## config.mk

```make
export PLATFORM = sky130hd
export DESIGN_NAME = mem_arbiter
export DESIGN_NICKNAME = d
export VERILOG_FILES = /design/src/rtl/mem_arbiter.sv
export SDC_FILE = /design/constraint.sdc
export NUM_CORES = 1
export LEC_CHECK = 0
export ABC_AREA = 1
export BUFFER_PORTS_ARGS = -buffer_cell sky130_fd_sc_hd__buf_2
export CORE_MARGIN = 2
export CORE_UTILIZATION = 50
export DETAILED_ROUTE_END_ITERATION = 7
export HOLD_SLACK_MARGIN = 0.05
export PLACE_DENSITY = 0.93
export SYNTH_ARGS = -nofsm -noshare
export SYNTH_HDL_FRONTEND = slang
export SYNTH_SLANG_ARGS = --single-unit
```

## constraint.sdc

```tcl
create_clock -name clk_i -period 2.9 [get_ports clk_i]
set_input_delay 0.145 -clock clk_i [delete_from_list [all_inputs] [get_ports clk_i]]
set_output_delay 0.145 -clock clk_i [all_outputs]
set_load 0.005 [all_outputs]
```

## src/rtl/mem_arbiter.sv

```systemverilog
// Shares the external memory bus between multi-beat I-cache block refills and
// single-beat data loads/stores; data side has fixed priority, grants only from IDLE.
module mem_arbiter #(
  parameter int ADDR_WIDTH  = 32,
  parameter int BLOCK_WORDS = 4
) (
  input  logic                          clk_i,
  input  logic                          reset_i,
  input  logic                          ic_req_i,
  input  logic [ADDR_WIDTH-1:0]         ic_addr_i,
  output logic                          ic_rvalid_o,
  output logic [31:0]                   ic_rdata_o,
  output logic [$clog2(BLOCK_WORDS)-1:0] ic_beat_o,
  output logic                          ic_done_o,
  input  logic                          d_req_i,
  input  logic                          d_we_i,
  input  logic [ADDR_WIDTH-1:0]         d_addr_i,
  input  logic [31:0]                   d_wdata_i,
  input  logic [3:0]                    d_be_i,
  output logic [31:0]                   d_rdata_o,
  output logic                          d_done_o,
  output logic                          mem_req_o,
  output logic                          mem_we_o,
  output logic [ADDR_WIDTH-1:0]         mem_addr_o,
  output logic [31:0]                   mem_wdata_o,
  output logic [3:0]                    mem_be_o,
  input  logic                          mem_ready_i,
  input  logic [31:0]                   mem_rdata_i,
  output logic                          mem_busy_o
);

  localparam int BEAT_W = $clog2(BLOCK_WORDS);
  localparam int OFF_W  = BEAT_W + 2;

  localparam logic [1:0] ST_IDLE     = 2'd0;
  localparam logic [1:0] ST_IC_BURST = 2'd1;
  localparam logic [1:0] ST_D_ACCESS = 2'd2;

  localparam logic [BEAT_W-1:0] LAST_BEAT = BEAT_W'(BLOCK_WORDS - 1);

  logic [1:0]            state_q;
  logic [BEAT_W-1:0]     beat_q;
  logic [ADDR_WIDTH-1:0] ic_base_q;
  logic                  mem_req_q;
  logic                  mem_we_q;
  logic [ADDR_WIDTH-1:0] mem_addr_q;
  logic [31:0]           mem_wdata_q;
  logic [3:0]            mem_be_q;

  logic                  beat_done;
  logic                  ic_fire;
  logic                  d_fire;
  logic                  ic_last;
  logic [BEAT_W-1:0]     beat_nxt;

  function automatic logic [ADDR_WIDTH-1:0] block_base(input logic [ADDR_WIDTH-1:0] addr);
    logic [ADDR_WIDTH-1:0] mask;
    mask = {ADDR_WIDTH{1'b1}} << OFF_W;
    return addr & mask;
  endfunction

  function automatic logic [ADDR_WIDTH-1:0] beat_addr(input logic [ADDR_WIDTH-1:0] base,
                                                      input logic [BEAT_W-1:0]     beat);
    return base | ADDR_WIDTH'({beat, 2'b00});
  endfunction

  // A beat retires only while the bus is requested; a reset cycle retires nothing.
  assign beat_done = mem_req_q & mem_ready_i & ~reset_i;
  assign ic_fire   = beat_done & (state_q == ST_IC_BURST);
  assign d_fire    = beat_done & (state_q == ST_D_ACCESS);
  assign ic_last   = (beat_q == LAST_BEAT);
  assign beat_nxt  = beat_q + BEAT_W'(1);

  assign ic_rvalid_o = ic_fire;
  assign ic_rdata_o  = ic_fire ? mem_rdata_i : 32'd0;
  assign ic_beat_o   = ic_fire ? beat_q : '0;
  assign ic_done_o   = ic_fire & ic_last;

  assign d_done_o    = d_fire;
  assign d_rdata_o   = (d_fire & ~mem_we_q) ? mem_rdata_i : 32'd0;

  assign mem_req_o   = mem_req_q;
  assign mem_we_o    = mem_we_q;
  assign mem_addr_o  = mem_addr_q;
  assign mem_wdata_o = mem_wdata_q;
  assign mem_be_o    = mem_be_q;
  assign mem_busy_o  = (state_q != ST_IDLE);

  always_ff @(posedge clk_i) begin
    if (reset_i) begin
      state_q     <= ST_IDLE;
      beat_q      <= '0;
      ic_base_q   <= '0;
      mem_req_q   <= 1'b0;
      mem_we_q    <= 1'b0;
      mem_addr_q  <= '0;
      mem_wdata_q <= '0;
      mem_be_q    <= '0;
    end else begin
      case (state_q)
        ST_IDLE: begin
          if (d_req_i) begin
            state_q     <= ST_D_ACCESS;
            mem_req_q   <= 1'b1;
            mem_we_q    <= d_we_i;
            mem_addr_q  <= d_addr_i;
            mem_wdata_q <= d_wdata_i;
            mem_be_q    <= d_be_i;
          end else if (ic_req_i) begin
            state_q     <= ST_IC_BURST;
            beat_q      <= '0;
            ic_base_q   <= block_base(ic_addr_i);
            mem_req_q   <= 1'b1;
            mem_we_q    <= 1'b0;
            mem_addr_q  <= block_base(ic_addr_i);
            mem_wdata_q <= '0;
            mem_be_q    <= 4'hF;
          end
        end
        ST_IC_BURST: begin
          if (mem_ready_i) begin
            // Counter wraps to 0 naturally on the last beat of the block.
            beat_q <= beat_nxt;
            if (ic_last) begin
              state_q     <= ST_IDLE;
              mem_req_q   <= 1'b0;
              mem_addr_q  <= '0;
              mem_be_q    <= '0;
            end else begin
              mem_addr_q  <= beat_addr(ic_base_q, beat_nxt);
            end
          end
        end
        ST_D_ACCESS: begin
          if (mem_ready_i) begin
            state_q     <= ST_IDLE;
            mem_req_q   <= 1'b0;
            mem_we_q    <= 1'b0;
            mem_addr_q  <= '0;
            mem_wdata_q <= '0;
            mem_be_q    <= '0;
          end
        end
        default: begin
          state_q   <= ST_IDLE;
          mem_req_q <= 1'b0;
        end
      endcase
    end
  end

endmodule

```

# Word-level counts from Yosys, hierarchy flattened
# Cells that the tools add are included.
dict set report word_totals {
  regBits 102
  latchBits 0
  mem_bits_rw 0
  romBits 0
  inputBits 138
  out_inout_bits 140
  memories 0
}
dict set report classes {
  n_addsub 1
  mul 0
  n_div 0
  order_cmp 0
  eq_ne 9
  shift 0
  n_mux 37
  bitwise_logic 10
  reduce_logical 11
}
# cell count
set ops {}
lappend ops {{2-to-1 mux 32 bit} 9}
lappend ops {{one-hot mux 32 bit (3 select lines)} 1}
lappend ops {{one-hot mux 32 bit (2 select lines)} 1}
lappend ops {{bitwise OR 32 x 4 -> 32 bit} 1}
lappend ops {{2-to-1 mux 4 bit} 5}
lappend ops {{2-to-1 mux 2 bit} 9}
lappend ops {{one-hot mux 4 bit (3 select lines)} 1}
lappend ops {{AND reduction 4 bit} 3}
lappend ops {{!= test 2 bit, second input constant} 5}
lappend ops {{2-to-1 mux 1 bit} 7}
lappend ops {{bitwise AND 1 bit} 6}
lappend ops {{one-hot mux 2 bit (3 select lines)} 1}
lappend ops {{AND reduction 3 bit} 2}
lappend ops {{nonzero test 2 bit} 3}
lappend ops {{AND reduction 5 bit} 1}
lappend ops {{== test 2 bit, second input constant} 2}
lappend ops {{one-hot mux 2 bit (2 select lines)} 1}
lappend ops {{!= test 3 bit, second input constant} 1}
lappend ops {{NOT 1 bit} 3}
lappend ops {{one-hot mux 1 bit (3 select lines)} 1}
lappend ops {{nonzero test 3 bit} 1}
lappend ops {{adder 2 x 1 -> 2 bit, second input constant} 1}
lappend ops {{== test 2 x 1 -> 1 bit, second input constant} 1}
lappend ops {{logical NOT 2 bit} 1}
lappend ops {{one-hot mux 1 bit (2 select lines)} 1}

# Longest topological paths before layout
# Gate-level depths: netlist of the first run.
dict set report logic_depth {
  word_depth 5
  ltp_mapped 10
}

# Worst setup path after synthesis of the first run
# Ideal clock, no wire load.
dict set report synth_timing {
  path_kind {register to register}
  from {reg state_q[0]}
  to {reg mem_addr_q[3], in the netlist mem_addr_o[3]}
  setup_ps 113
  arrival_ps 1423
  setup_slack_ps 1365
  path_stages_with_launch 8
  n_path_buf 1
  path_cell_list {dfxtp_1 inv_1 ha_1 inv_2 clkbuf_1 o21ai_0 nor2_1 nor2_1}
}
dict set report synth_between {
  elab_chain_len 3
  word_cells_on_any_way 9
  cone_classes {5 x eq/ne; 1 x mux; 3 x reduce/logical}
}
# item line_no
set synth_rtl {}
lappend synth_rtl {{start, declared} 41} ;# logic [1:0] state_q;
lappend synth_rtl {{start signal, assigned} 91} ;# state_q <= ST_IDLE;
lappend synth_rtl {{start signal, assigned} 103} ;# state_q <= ST_D_ACCESS;
lappend synth_rtl {{start signal, assigned} 110} ;# state_q <= ST_IC_BURST;
lappend synth_rtl {{== test 2 bit (tied with other cells)} 100} ;# case (state_q)
lappend synth_rtl {{!= test 2 bit (no source line) (tied with other cells)} --}
lappend synth_rtl {{AND reduction 4 bit (no source line)} --}
lappend synth_rtl {{end signal, assigned} 106} ;# mem_addr_q <= d_addr_i;
lappend synth_rtl {{end signal, assigned} 115} ;# mem_addr_q <= block_base(ic_addr_i);
lappend synth_rtl {{end signal, assigned} 130} ;# mem_addr_q <= beat_addr(ic_base_q, beat_nxt);
lappend synth_rtl {{end, declared} 46} ;# logic [ADDR_WIDTH-1:0] mem_addr_q;
# Parallel ways exist; a longest one is shown, timed or not.
# A chain may end at the register's enable or synchronous reset.

# Final worst setup path of the first run
dict set report layout_timing {
  from {reg state_q[0]}
  to {out d_rdata_o[31]}
}
dict set report layout_between {
  elab_chain_len 4
}
# item line_no
set layout_rtl {}
lappend layout_rtl {{== test 2 bit} 70} ;# assign d_fire = beat_done & (state_q == ST_D_ACCESS);
lappend layout_rtl {{bitwise AND 1 bit} 70}
lappend layout_rtl {{bitwise AND 1 bit} 80} ;# assign d_rdata_o = (d_fire & ~mem_we_q) ? mem_rdata_i : 32'd0;
lappend layout_rtl {{2-to-1 mux 32 bit} 80}
lappend layout_rtl {{end, declared} 20} ;# output logic [31:0] d_rdata_o,
# Every way passes these cells.

==> tab_implementation.tex, run 1 <==
\begin{tabular}{lr}
\hline
Metric & Value \\
\hline
\multicolumn{2}{l}{\textbf{GRT}} \\
GRT Resource Usage Total & 0.285 \\
Global route overflow & 0 \\
Number of antenna violations at the first check in global routing & 6 \\
Wire length of the first global-routing pass & between 20000 and 30000 um \\
Vias in the first global route & between 5000 and 6000 \\
Pin count of the biggest net entering global routing & between 100 and 150 \\
\multicolumn{2}{l}{\textbf{Detailed routing}} \\
DR iter-0 viols & approximately 450 \\
DRC violation count after routing & 0 \\
Detailed-router iteration count before antenna repair & 5 \\
Antenna-violating nets left & 0 \\
Detailed Route WL & between 15000 and 20000 um \\
Number of vias after detailed routing & between 6000 and 7000 \\
Via count normalized by instance count & $\sim$4.7 \\
Wire per inst & 13.0 um \\
\multicolumn{2}{l}{\textbf{STA}} \\
Setup repair after global routing missed its margin & false \\
Period Utilization, post-route & 0.897 \\
Min cycle time layout & 2.60 ns \\
Setup-failing EPs final & 0 \\
Achievable clock frequency & around 380 MHz \\
Final hold violation count & 0 \\
Worst slew slack as a fraction of its limit & 0.348 \\
Tightest Pin Transition & slightly below 1 ns \\
Final count of pins violating max slew & 0 \\
Clock tree skew after final layout & 0.00684 ns \\
Final sum of negative setup slack & 0 ns \\
\multicolumn{2}{l}{\textbf{Synth}} \\
Async set-or-reset flop fraction in the synthesized netlist & 0 \\
Main combinational cell family by area after synthesis & simple AND/OR/NAND/NOR gates \\
Share of the yosys chip area belonging to registers & 0.370 \\
Unique cell type count in the Yosys netlist & 22 \\
Prevailing post-synth register cell & dfxtp\_1 \\
Adder-cell area share of the yosys netlist & 0.0136 \\
Most instantiated library cell after synthesis & nor2\_1 \\
Synthesized-area fraction occupied by and/or/nand/nor cells & 0.382 \\
Top post-synthesis cells by area & dfxtp\_1, nor2\_1, nand2\_1 \\
Gate count after technology mapping & 947 \\
Number of enable flip-flop cells after synthesis & 0 \\
Syn Area/Cell & 5.82 um2 \\
Leading post-synthesis cells by instance count & nor2\_1, nand2\_1, inv\_1 \\
Number of synthesized register bits & between 100 and 150 \\
Net count after synthesis & approximately 1100 \\
Post-synth top area share & 0.370 \\
Xor/xnor cell area share of the yosys netlist & 0 \\
Total of warnings raised by yosys & 0 \\
Post-synth design cell area & between 0.005 and 0.006 mm2 \\
Top cell type by total area after synthesis & dfxtp\_1 \\
Post-synthesis compound-gate area fraction & 0.0905 \\
Fraction of synthesized area in multiplexers & 0 \\
\multicolumn{2}{l}{\textbf{Clock network}} \\
H-tree levels & 3 \\
Clk root buf & clkbuf\_8 \\
Clock Sinks & 102 \\
Clock-pin slew on the worst setup and hold paths & around 0.10 ns \\
Clock insertion delay at the later pin of the skew report & roughly 0.36 ns \\
CTS tree & done \\
Number of buffers created by CTS & 9 \\
Number of buffers on the longest clock path & 2 \\
\multicolumn{2}{l}{\textbf{Pwr}} \\
Total power density per cell area & approximately 850 mW/mm2 \\
Share of total power consumed by net switching & 0.433 \\
Maximum ir drop on the vdd rail & between 0.4 and 0.5 mV \\
Cell Int Power & between 3 and 4 mW \\
Final Total Pwr & just over 6 mW \\
Leakage power of the design & about 4.2 nW \\
Combinational share of power & 0.496 \\
Clock group share of total power & 0.153 \\
Net switching power figure & between 2 and 3 mW \\
Portion of total power attributed to sequential cells & 0.351 \\
\multicolumn{2}{l}{\textbf{Floorplan}} \\
Effective utilization at floorplan & 0.511 \\
Num rows & 38 \\
Core footprint & $\sim$0.011 mm2 \\
Full die area & between 0.01 and 0.015 mm2 \\
Chip Width & between 100 and 150 um \\
Chip Height & roughly 110 um \\
I/O pin count & 278 \\
\multicolumn{2}{l}{\textbf{Worst setup path}} \\
Arrival time at the worst endpoint & 2.46 ns \\
Crit Path Class & flip-flop to output port \\
Crit path cell chain & inv\_1 -> ha\_1 -> inv\_1 -> nor2\_1 -> nand2\_2 -> nor2\_1 -> buf\_2 \\
Buffers and inverters on the worst path & 3 \\
Capturing element type of the critical path & output port \\
Stage delay of the slowest cell on the critical path & 0.62 ns \\
Cell with the largest stage delay on the worst path & ha\_1 \\
Crit-path leading delay family & simple AND/OR/NAND/NOR gates \\
Data required time of the worst path & 2.76 ns \\
Kind of start point of the critical path & flip-flop \\
Worst-path fanout max & 32 \\
\multicolumn{2}{l}{\textbf{Final layout}} \\
Post-layout instance area & 0.00722 mm2 \\
Fraction of final layout cells with drive strength greater than 1 & 0.254 \\
Filler-free cell count of the finished design & between 1000 and 1500 \\
NumNets Final & 1345 \\
Count of filler cells inserted in the layout & 987 \\
Layout overhead on the synthesized area & 31.0\% \\
\multicolumn{2}{l}{\textbf{Placed design}} \\
Port Buffer Count & roughly 270 \\
DP Wirelength & between 10000 and 15000 um \\
Cell area after placement & around 0.0068 mm2 \\
Weighted congestion at the end of routability-driven global placement & $\sim$0.86 \\
Cell count after placement & 1313 \\
\multicolumn{2}{l}{\textbf{Job}} \\
Max-capacitance violation count & 0 \\
\multicolumn{2}{l}{\textbf{Hold path}} \\
Kind of path behind the tightest hold check & input pin to flip-flop \\
\multicolumn{2}{l}{\textbf{Status}} \\
Run status & finished, final reports clean \\
\hline
\end{tabular}
[through the flow]
stage / util / hold WS [ns] / setup WS, ns
6_report: 0.669 / 0.0755 / 0.299
5_1_grt: 0.669 / 0.0804 / 0.0662
4_1_cts: 0.668 / 0.0530 / 0.264
3_5_place_dp: 0.633 / 0.377 / 0.393
3_3_place_gp: 0.633 / 0.370 / 0.538
2_1_floorplan: - / 0.286 / 1.36
[area by class of cell]
type	instances	area, um2	share of cell area
repair buffers	296	1590	0.221
clock buffers	13	159	0.0220
multi-input cells	658	2690	0.373
flip-flops and latches	102	2040	0.283
well taps	140	175	0.0243
diodes	6	15.0	0.00208
clock inverters	3	42.5	0.00589
inverters	134	503	0.0697
[power by group through the flow]
stage               combinational, mW  clock, mW  sequential, mW
floorplan                        2.09          0            2.20
global placement                 2.90          0            2.15
detailed placement               2.99          0            2.17
CTS                              3.03      0.951            2.14
global route                     3.48      0.998            2.20
finish                           3.03      0.933            2.15
[state kept, by name (all words and copies together) (netlist names)]
register	cells
beat_q	2
ic_base_q	28
mem_addr_o	32
mem_be_o	4
mem_req_o	1
mem_wdata_o	32
mem_we_o	1
state_q	2
[cell usage in the layout (no fill, tap or decap)]
cell type / Yosys / routed
nand3_2: 1 / 2
nand2_2: 1 / 2
dlygate4sd3_1: 0 / 17
buf_12: 0 / 1
o21bai_1: 2 / 2
bufinv_16: 0 / 1
clkinv_1: 1 / 1
a21oi_2: 1 / 1
a21oi_1: 48 / 48
diode_2: 0 / 6
nand2_1: 233 / 232
nand3_1: 6 / 5
buf_2: 16 / 273
nand2_4: 1 / 1
inv_1: 128 / 127
ha_1: 6 / 6
dfxtp_1: 102 / 102
buf_4: 8 / 5
clkinv_2: 0 / 1
nand4_1: 1 / 1
nor2_1: 310 / 310
o21ai_0: 45 / 45
clkbuf_1: 24 / 2
clkinvlp_4: 0 / 1
inv_2: 5 / 6
o21ai_1: 2 / 2
nor2_2: 1 / 1
clkbuf_8: 0 / 11
[routing by layer]
metal	global-route usage	up-vias	routed length, um
met3	0.0520	45	1090
met5	0	-	0
li1	-	3293	-
met1	0.320	2756	6830
met2	0.502	252	9000
met4	0.169	0	699
[worst reg2reg max path, stage by stage, from the launching register on]
cell	delay [ns]
dfxtp_1	0.35
inv_1	0.11
ha_1	0.62
inv_1	0.17
nor2_1	0.12
nor2_1	0.07
nand2_4	0.38
inv_2	0.25
nor2_1	0.16
nor2_1	0.06
[cell families after synthesis]
logic type | count (synthesis)
DFF | 102
AOI/OAI and AO/OA | 98
adders and majority gates | 6
and+or+nand+nor | 554
buffers and inverters | 187
[what timing repair did]
item | in CTS | in global routing
endpoints found under the setup margin | 1 | 0
hold buffers | 17 | 0
resized for setup | 1 | 0
hold endpoints to repair | 17 | 0
buffers inserted | 0 | 0
[worst paths after layout]
check / start / end / slack (ns) / cells after the start
max: state_q[0] / d_rdata_o[31] / 0.30 / 7
min: ic_addr_i[15] / ic_base_q[15] / 0.08 / 3
max reg2reg: state_q[0] / mem_wdata_o[23] / 0.52 / 9
min reg2reg: ic_base_q[24] / ic_base_q[24] / 0.45 / 2
(Power assumes the default switching activity.)
==> inputs of run 2 (changes only) <==
==> config.mk (replaced) <==
export PLATFORM = sky130hd
export DESIGN_NAME = mem_arbiter
export DESIGN_NICKNAME = d
export VERILOG_FILES = /design/src/rtl/mem_arbiter.sv
export SDC_FILE = /design/constraint.sdc
export NUM_CORES = 1
export LEC_CHECK = 0
export BUFFER_PORTS_ARGS = -buffer_cell sky130_fd_sc_hd__buf_2
export CORE_MARGIN = 2
export CORE_UTILIZATION = 46
export DETAILED_ROUTE_END_ITERATION = 7
export HOLD_SLACK_MARGIN = 0.05
export PLACE_DENSITY = 0.87
export SYNTH_ARGS = -nofsm -noshare
export SYNTH_HDL_FRONTEND = slang
export SYNTH_SLANG_ARGS = --single-unit
==> constraint.sdc (replaced) <==
create_clock -name clk_i -period 2.95 [get_ports clk_i]
set_input_delay 0.1475 -clock clk_i [delete_from_list [all_inputs] [get_ports clk_i]]
set_output_delay 0.1475 -clock clk_i [all_outputs]
set_load 0.005 [all_outputs]
==> run 2 against run 1 <==
Critical path type is now flip-flop to flip-flop. Global-route usage down 2.5 points. Setup slack better by 0.38 ns. Largest cell class unchanged. Sequential share of layout area up 0.61 points. Highest routed layer unchanged.
==> tab_implementation.tex, run 2 <==
\begin{tabular}{lr}
\hline
Metric & Value \\
\hline
\multicolumn{2}{l}{\textbf{Placed design}} \\
Port Buffer Count & $\sim$270 \\
Place WS & between 0.7 and 0.8 ns \\
DP Wirelength & around 12000 um \\
Cell count after placement & 970 \\
Weighted congestion at the end of routability-driven global placement & about 0.86 \\
\multicolumn{2}{l}{\textbf{Worst setup path}} \\
Reg-to-reg slack, setup & between 0.6 and 0.7 ns \\
Data required time of the worst path & approximately 3.1 ns \\
Arrival time at the worst endpoint & about 2.5 ns \\
Worst-path fanout max & 30 \\
Buffers and inverters on the worst path & 1 \\
Crit-path leading delay family & simple AND/OR/NAND/NOR gates \\
Cell with the largest stage delay on the worst path & and4\_4 \\
Kind of start point of the critical path & flip-flop \\
Crit path cell chain & inv\_1 -> ha\_1 -> or3b\_1 -> and4\_4 -> a211oi\_1 \\
Worst setup startpoint & state\_q[0] \\
Stage delay of the slowest cell on the critical path & 0.63 ns \\
Capturing element type of the critical path & flip-flop \\
R2r startpoint & state\_q[0] \\
Crit Path Class & flip-flop to flip-flop \\
\multicolumn{2}{l}{\textbf{Final layout}} \\
Filler-free cell count of the finished design & $\sim$990 \\
Fraction of final layout cells with drive strength greater than 1 & 0.376 \\
Layout overhead on the synthesized area & 32.1\% \\
NumNets Final & about 990 \\
Commonest non-fill, non-tap cell in the layout & buf\_2 \\
Most frequent cells in the layout & buf\_2, dfxtp\_1, and2\_1 \\
\multicolumn{2}{l}{\textbf{Clock network}} \\
Clock-pin slew on the worst setup and hold paths & 0.07 ns \\
Buffer count from post-CTS setup fixing & 0 \\
H-tree levels & 3 \\
Number of buffers on the longest clock path & 2 \\
Number of buffers created by CTS & 9 \\
Clock insertion delay at the later pin of the skew report & 0.34 ns \\
CTS tree & done \\
Clk root buf & clkbuf\_16 \\
Clock Sinks & $\sim$100 \\
\multicolumn{2}{l}{\textbf{GRT}} \\
Global route overflow & 0 \\
Wire length of the first global-routing pass & about 26000 um \\
Vias in the first global route & $\sim$5000 \\
Number of antenna violations at the first check in global routing & 5 \\
GRT Resource Usage Total & 0.260 \\
Pin count of the biggest net entering global routing & 71 \\
\multicolumn{2}{l}{\textbf{Synth}} \\
Number of synthesized register bits & slightly above 100 \\
Async set-or-reset flop fraction in the synthesized netlist & 0 \\
Total of warnings raised by yosys & 0 \\
Post-synth design cell area & approximately 0.0053 mm2 \\
Number of enable flip-flop cells after synthesis & 0 \\
Top post-synthesis cells by area & dfxtp\_1, and2\_1, mux2i\_1 \\
Net count after synthesis & 754 \\
Post-synth top area share & 0.382 \\
Most instantiated library cell after synthesis & dfxtp\_1 \\
Leading post-synthesis cells by instance count & dfxtp\_1, and2\_1, a21oi\_1 \\
Syn Area/Cell & between 8 and 9 um2 \\
Share of the yosys chip area belonging to registers & 0.382 \\
Prevailing post-synth register cell & dfxtp\_1 \\
Gate count after technology mapping & 610 \\
Unique cell type count in the Yosys netlist & 36 \\
Top cell type by total area after synthesis & dfxtp\_1 \\
\multicolumn{2}{l}{\textbf{Floorplan}} \\
Chip Width & about 110 um \\
Core footprint & approximately 0.011 mm2 \\
Effective utilization at floorplan & 0.470 \\
Chip Height & between 100 and 150 um \\
I/O pin count & between 200 and 300 \\
Num rows & 39 \\
Full die area & 0.0125 mm2 \\
\multicolumn{2}{l}{\textbf{Detailed routing}} \\
DRC violation count after routing & 0 \\
Via count normalized by instance count & between 5 and 6 \\
Wire per inst & about 17 um \\
Detailed-router iteration count before antenna repair & 5 \\
Detailed Route WL & 17000 um \\
Number of vias after detailed routing & approximately 5500 \\
DR iter-0 viols & around 380 \\
Antenna-violating nets left & 0 \\
\multicolumn{2}{l}{\textbf{STA}} \\
Setup-failing EPs final & 0 \\
Final count of pins violating max slew & 0 \\
Clock tree skew after final layout & $\sim$0.0063 ns \\
Setup repair after global routing missed its margin & false \\
Achievable clock frequency & about 440 MHz \\
Final hold violation count & 0 \\
Worst slew slack as a fraction of its limit & 0.390 \\
Final sum of negative setup slack & 0 ns \\
Min cycle time layout & roughly 2.3 ns \\
Period Utilization, post-route & 0.768 \\
Worst hold margin & 0.0599 ns \\
Minimum setup slack in the final design & 0.684 ns \\
Tightest Pin Transition & 0.915 ns \\
\multicolumn{2}{l}{\textbf{Pwr}} \\
Leakage power of the design & 3.35 nW \\
Total power density per cell area & roughly 530 mW/mm2 \\
Final Total Pwr & roughly 3.7 mW \\
Maximum ir drop on the vdd rail & 0.304 mV \\
\multicolumn{2}{l}{\textbf{Hold path}} \\
Launch instance of the worst min-delay path & ic\_addr\_i[25] \\
Kind of path behind the tightest hold check & input pin to flip-flop \\
\multicolumn{2}{l}{\textbf{Status}} \\
Run status & finished, final reports clean \\
\multicolumn{2}{l}{\textbf{Job}} \\
Max-capacitance violation count & 0 \\
\hline
\end{tabular}
run 2: final timing paths:
path / endpoint / cells past startpoint
worst max-delay path: mem_addr_o[7] / 5
worst min register to register: ic_base_q[11] / 2
worst max register to register: mem_addr_o[7] / 5
worst min-delay path: ic_base_q[25] / 3
run 2: timing repair:
| action | CTS | global route |
|---|---|---|
| endpoints found under the hold margin | 5 | 0 |
| hold buffers | 5 | 0 |
| endpoints found under the setup margin | 0 | 0 |
| gates resized for setup | 0 | 0 |
run 2: worst reg2reg max path, cell delays in order, from the launching register on:
cell      delay (ns)
dfxtp_1         0.38
inv_1           0.10
ha_1            0.28
or3b_1          0.59
and4_4          0.63
a211oi_1        0.15
run 2: where the power goes:
part | switching [mW] | total [mW] | internal, mW
clock network | 0.518 | 1.14 | 0.621
registers | 0.0779 | 1.60 | 1.53
logic | 0.522 | 0.991 | 0.469
run 2: cell families (layout without fill, tap and decap cells):
kind of cell             after synthesis  after routing  share of synthesized area
flip-flops                           102            102                      0.382
other                                  0              3                          0
buffers and inverters                 80            318                     0.0641
multiplexers                          37             37                     0.0692
AO/OA/AOI/OAI                        197            197                      0.256
AND/OR/NAND/NOR                      188            188                      0.215
adder cells (fa/ha/maj)                6              6                     0.0140
run 2: through the flow:
| step | cell area, um2 | utilization |
|---|---|---|
| floorplan | 5350 | - |
| global placement | 6730 | 0.592 |
| detailed placement | 6730 | 0.592 |
| CTS | 7060 | 0.621 |
| global route | 7070 | 0.622 |
| finish | 7070 | 0.622 |
run 2: layout make-up:
class / instances / area (um2)
diodes: 3 / 7.51
repair buffers: 294 / 1550
clock buffers: 12 / 256
flip-flops and latches: 102 / 2040
well taps: 143 / 179
multi-input cells: 428 / 2970
fillers: 1032 / 4300
clock inverters: 4 / 28.8
inverters: 8 / 30.0
run 2: per-layer routing:
| metal | track usage | vias up | share of wire |
|---|---|---|---|
| met5 | 0 | - | 0 |
| met2 | 0.449 | 263 | 0.52 |
| met1 | 0.321 | 2502 | 0.39 |
| met4 | 0.111 | 0 | 0.031 |
| li1 | - | 2695 | - |
| met3 | 0.0430 | 35 | 0.068 |
==> inputs of run 3 (changes only) <==
==> constraint.sdc (replaced) <==
create_clock -name clk_i -period 2.35 [get_ports clk_i]
set_input_delay 0.1175 -clock clk_i [delete_from_list [all_inputs] [get_ports clk_i]]
set_output_delay 0.1175 -clock clk_i [all_outputs]
set_load 0.005 [all_outputs]
==> run 3 against run 2 <==
Global-route usage is 1.6 points higher. Critical path depth is 2 higher. Routed wire length is 7.8% higher. Clock power is 30% higher. Sequential power is 26% higher. Largest cell class unchanged.
==> tab_implementation.tex, run 3 (synthesis gave the netlist of run 2 again) <==
\begin{tabular}{lr}
\hline
Metric & Value \\
\hline
\multicolumn{2}{l}{\textbf{GRT}} \\
GRT Resource Usage Total & 0.276 \\
Vias in the first global route & around 5400 \\
Pin count of the biggest net entering global routing & 45 \\
Wire length of the first global-routing pass & 28000 um \\
Global route overflow & 0 \\
Number of antenna violations at the first check in global routing & 8 \\
\multicolumn{2}{l}{\textbf{Hold path}} \\
Hold endpoint & mem\_wdata\_o[22] \\
Kind of path behind the tightest hold check & input pin to flip-flop \\
Hold-critical path depth & 3 \\
Launch instance of the worst min-delay path & d\_wdata\_i[22] \\
\multicolumn{2}{l}{\textbf{Clock network}} \\
Clock-pin slew on the worst setup and hold paths & approximately 0.07 ns \\
Clock insertion delay at the later pin of the skew report & around 0.34 ns \\
Clk root buf & clkbuf\_16 \\
Number of buffers created by CTS & 9 \\
Number of buffers on the longest clock path & 2 \\
Post-CTS resize count & 0 \\
Clock Sinks & roughly 100 \\
CTS tree & done \\
Buffer count from post-CTS setup fixing & 0 \\
H-tree levels & 3 \\
\multicolumn{2}{l}{\textbf{Worst setup path}} \\
Crit-path leading delay family & simple AND/OR/NAND/NOR gates \\
Data required time of the worst path & around 2.2 ns \\
Kind of start point of the critical path & flip-flop \\
R2R depth & 5 \\
Reg-to-reg slack, setup & around 0.28 ns \\
R2r startpoint & state\_q[0] \\
Worst-path fanout max & 32 \\
Crit path cell chain & inv\_1 -> ha\_1 -> and4b\_1 -> nor2b\_1 -> buf\_4 -> and2\_1 -> buf\_2 \\
Crit Path Class & flip-flop to output port \\
Arrival time at the worst endpoint & around 2.0 ns \\
Stage delay of the slowest cell on the critical path & about 0.34 ns \\
Cell with the largest stage delay on the worst path & dfxtp\_1 \\
Reg2reg end & ic\_base\_q[6] \\
Buffers and inverters on the worst path & 3 \\
Capturing element type of the critical path & output port \\
\multicolumn{2}{l}{\textbf{Placed design}} \\
DP Wirelength & roughly 12000 um \\
Port Buffer Count & approximately 270 \\
Weighted congestion at the end of routability-driven global placement & about 0.85 \\
\multicolumn{2}{l}{\textbf{Final layout}} \\
NumNets Final & between 1000 and 1500 \\
Most frequent cells in the layout & buf\_2, dfxtp\_1, and2\_1 \\
Fraction of final layout cells with drive strength greater than 1 & 0.364 \\
Flip-flop and latch area & about 0.0020 mm2 \\
Count of filler cells inserted in the layout & between 900 and 1000 \\
Commonest non-fill, non-tap cell in the layout & buf\_2 \\
Layout overhead on the synthesized area & 40.4\% \\
Multi-input combinational cell area & slightly below 0.003 mm2 \\
\multicolumn{2}{l}{\textbf{STA}} \\
Setup-failing EPs final & 0 \\
Period Utilization, post-route & 0.916 \\
Min cycle time layout & 2.15 ns \\
Final count of pins violating max slew & 0 \\
Tightest Pin Transition & 1.20 ns \\
Achievable clock frequency & approximately 460 MHz \\
Setup repair after global routing missed its margin & false \\
Final sum of negative setup slack & 0 ns \\
Clock tree skew after final layout & 0.00720 ns \\
Worst slew slack as a fraction of its limit & 0.203 \\
Final hold violation count & 0 \\
\multicolumn{2}{l}{\textbf{Floorplan}} \\
Core footprint & about 0.011 mm2 \\
Num rows & 39 \\
Full die area & around 0.013 mm2 \\
Effective utilization at floorplan & 0.470 \\
Chip Width & approximately 110 um \\
Chip Height & 112 um \\
I/O pin count & about 280 \\
\multicolumn{2}{l}{\textbf{Detailed routing}} \\
Wire per inst & roughly 18 um \\
Detailed Route WL & 18400 um \\
DR iter-0 viols & 392 \\
Via count normalized by instance count & 5.68 \\
Antenna-violating nets left & 0 \\
DRC violation count after routing & 0 \\
Number of vias after detailed routing & 5920 \\
Detailed-router iteration count before antenna repair & 5 \\
\multicolumn{2}{l}{\textbf{Pwr}} \\
Final Total Pwr & 4.82 mW \\
Portion of total power attributed to sequential cells & 0.418 \\
Maximum ir drop on the vdd rail & $\sim$0.45 mV \\
Combinational share of power & 0.274 \\
Clock group share of total power & 0.308 \\
Cell Int Power & 3.38 mW \\
Share of total power consumed by net switching & 0.298 \\
Net switching power figure & about 1.4 mW \\
Total power density per cell area & around 640 mW/mm2 \\
Leakage power of the design & between 3 and 4 nW \\
\multicolumn{2}{l}{\textbf{Job}} \\
Max-capacitance violation count & 0 \\
\multicolumn{2}{l}{\textbf{Status}} \\
Run status & finished, final reports clean \\
\hline
\end{tabular}
## run 3: changes by cell type in the layout (fill, tap and decap cells not counted)
cell,before,now
buf_12,1,0
buf_4,16,23
bufinv_16,0,1
clkbuf_8,2,0
clkinv_2,1,3
clkinv_4,0,2
clkinvlp_4,2,0
diode_2,3,5
dlygate4sd3_1,5,45
inv_6,1,0
## run 3: worst min-delay path, cell delays in order
cell	delay, ns
buf_2	0.09
nand4b_1	0.07
a21oi_1	0.06
## run 3: layer usage
metal,share of wire,wire length [um],GRT usage,vias up
li1,-,-,-,2782
met1,0.37,6880,0.323,2755
met2,0.51,9320,0.481,317
met3,0.071,1300,0.0484,66
met4,0.047,857,0.147,0
met5,0,0,0,-
## run 3: area by class of cell
type	instances	share of cell area
Clock buffer	10	0.0305
Timing Repair Buffer	340	0.264
Tap cell	143	0.0238
Antenna cell	5	0.00167
Sequential cell	102	0.272
Clock inverter	6	0.00833
Inverter	8	0.00400
Multi-Input combinational cell	428	0.396
## run 3: power groups by stage
stage	clock network, mW	logic [mW]	registers, mW
6_report	1.48	1.32	2.01
5_1_grt	1.56	1.43	2.03
4_1_cts	1.49	1.30	2.01
3_5_place_dp	0	1.24	2.05
3_3_place_gp	0	1.22	2.04
2_1_floorplan	0	0.764	2.05
## run 3: worst max-delay path by stage
stage               startpoint        endpoint  slack [ns]  depth (start not counted)
finish              state_q[0]   d_rdata_o[16]        0.20                          7
global route        state_q[0]   d_rdata_o[16]        0.02                          7
floorplan           state_q[0]  mem_addr_o[29]        0.53                          8
CTS                 state_q[0]   d_rdata_o[16]        0.17                          7
detailed placement  state_q[0]   ic_base_q[18]        0.34                          5
global placement    state_q[0]   ic_base_q[26]        0.45                          5
## run 3: repair_timing
item,in CTS,in global routing
hold endpoints to repair,45,0
hold buffers,45,0
setup endpoints to repair,0,0
## run 3: stage by stage
step,cell area [um2],hold slack [ns],utilization,std cells,setup slack (ns)
final,7510,0.0559,0.661,1042,0.198
after global routing,7510,0.0534,0.661,1042,0.0157
after CTS,7500,0.0509,0.660,1037,0.166
after detailed placement,6760,0.376,0.594,976,0.337
after global placement,6760,0.371,0.594,976,0.455
after floorplan,5350,0.253,-,610,0.527
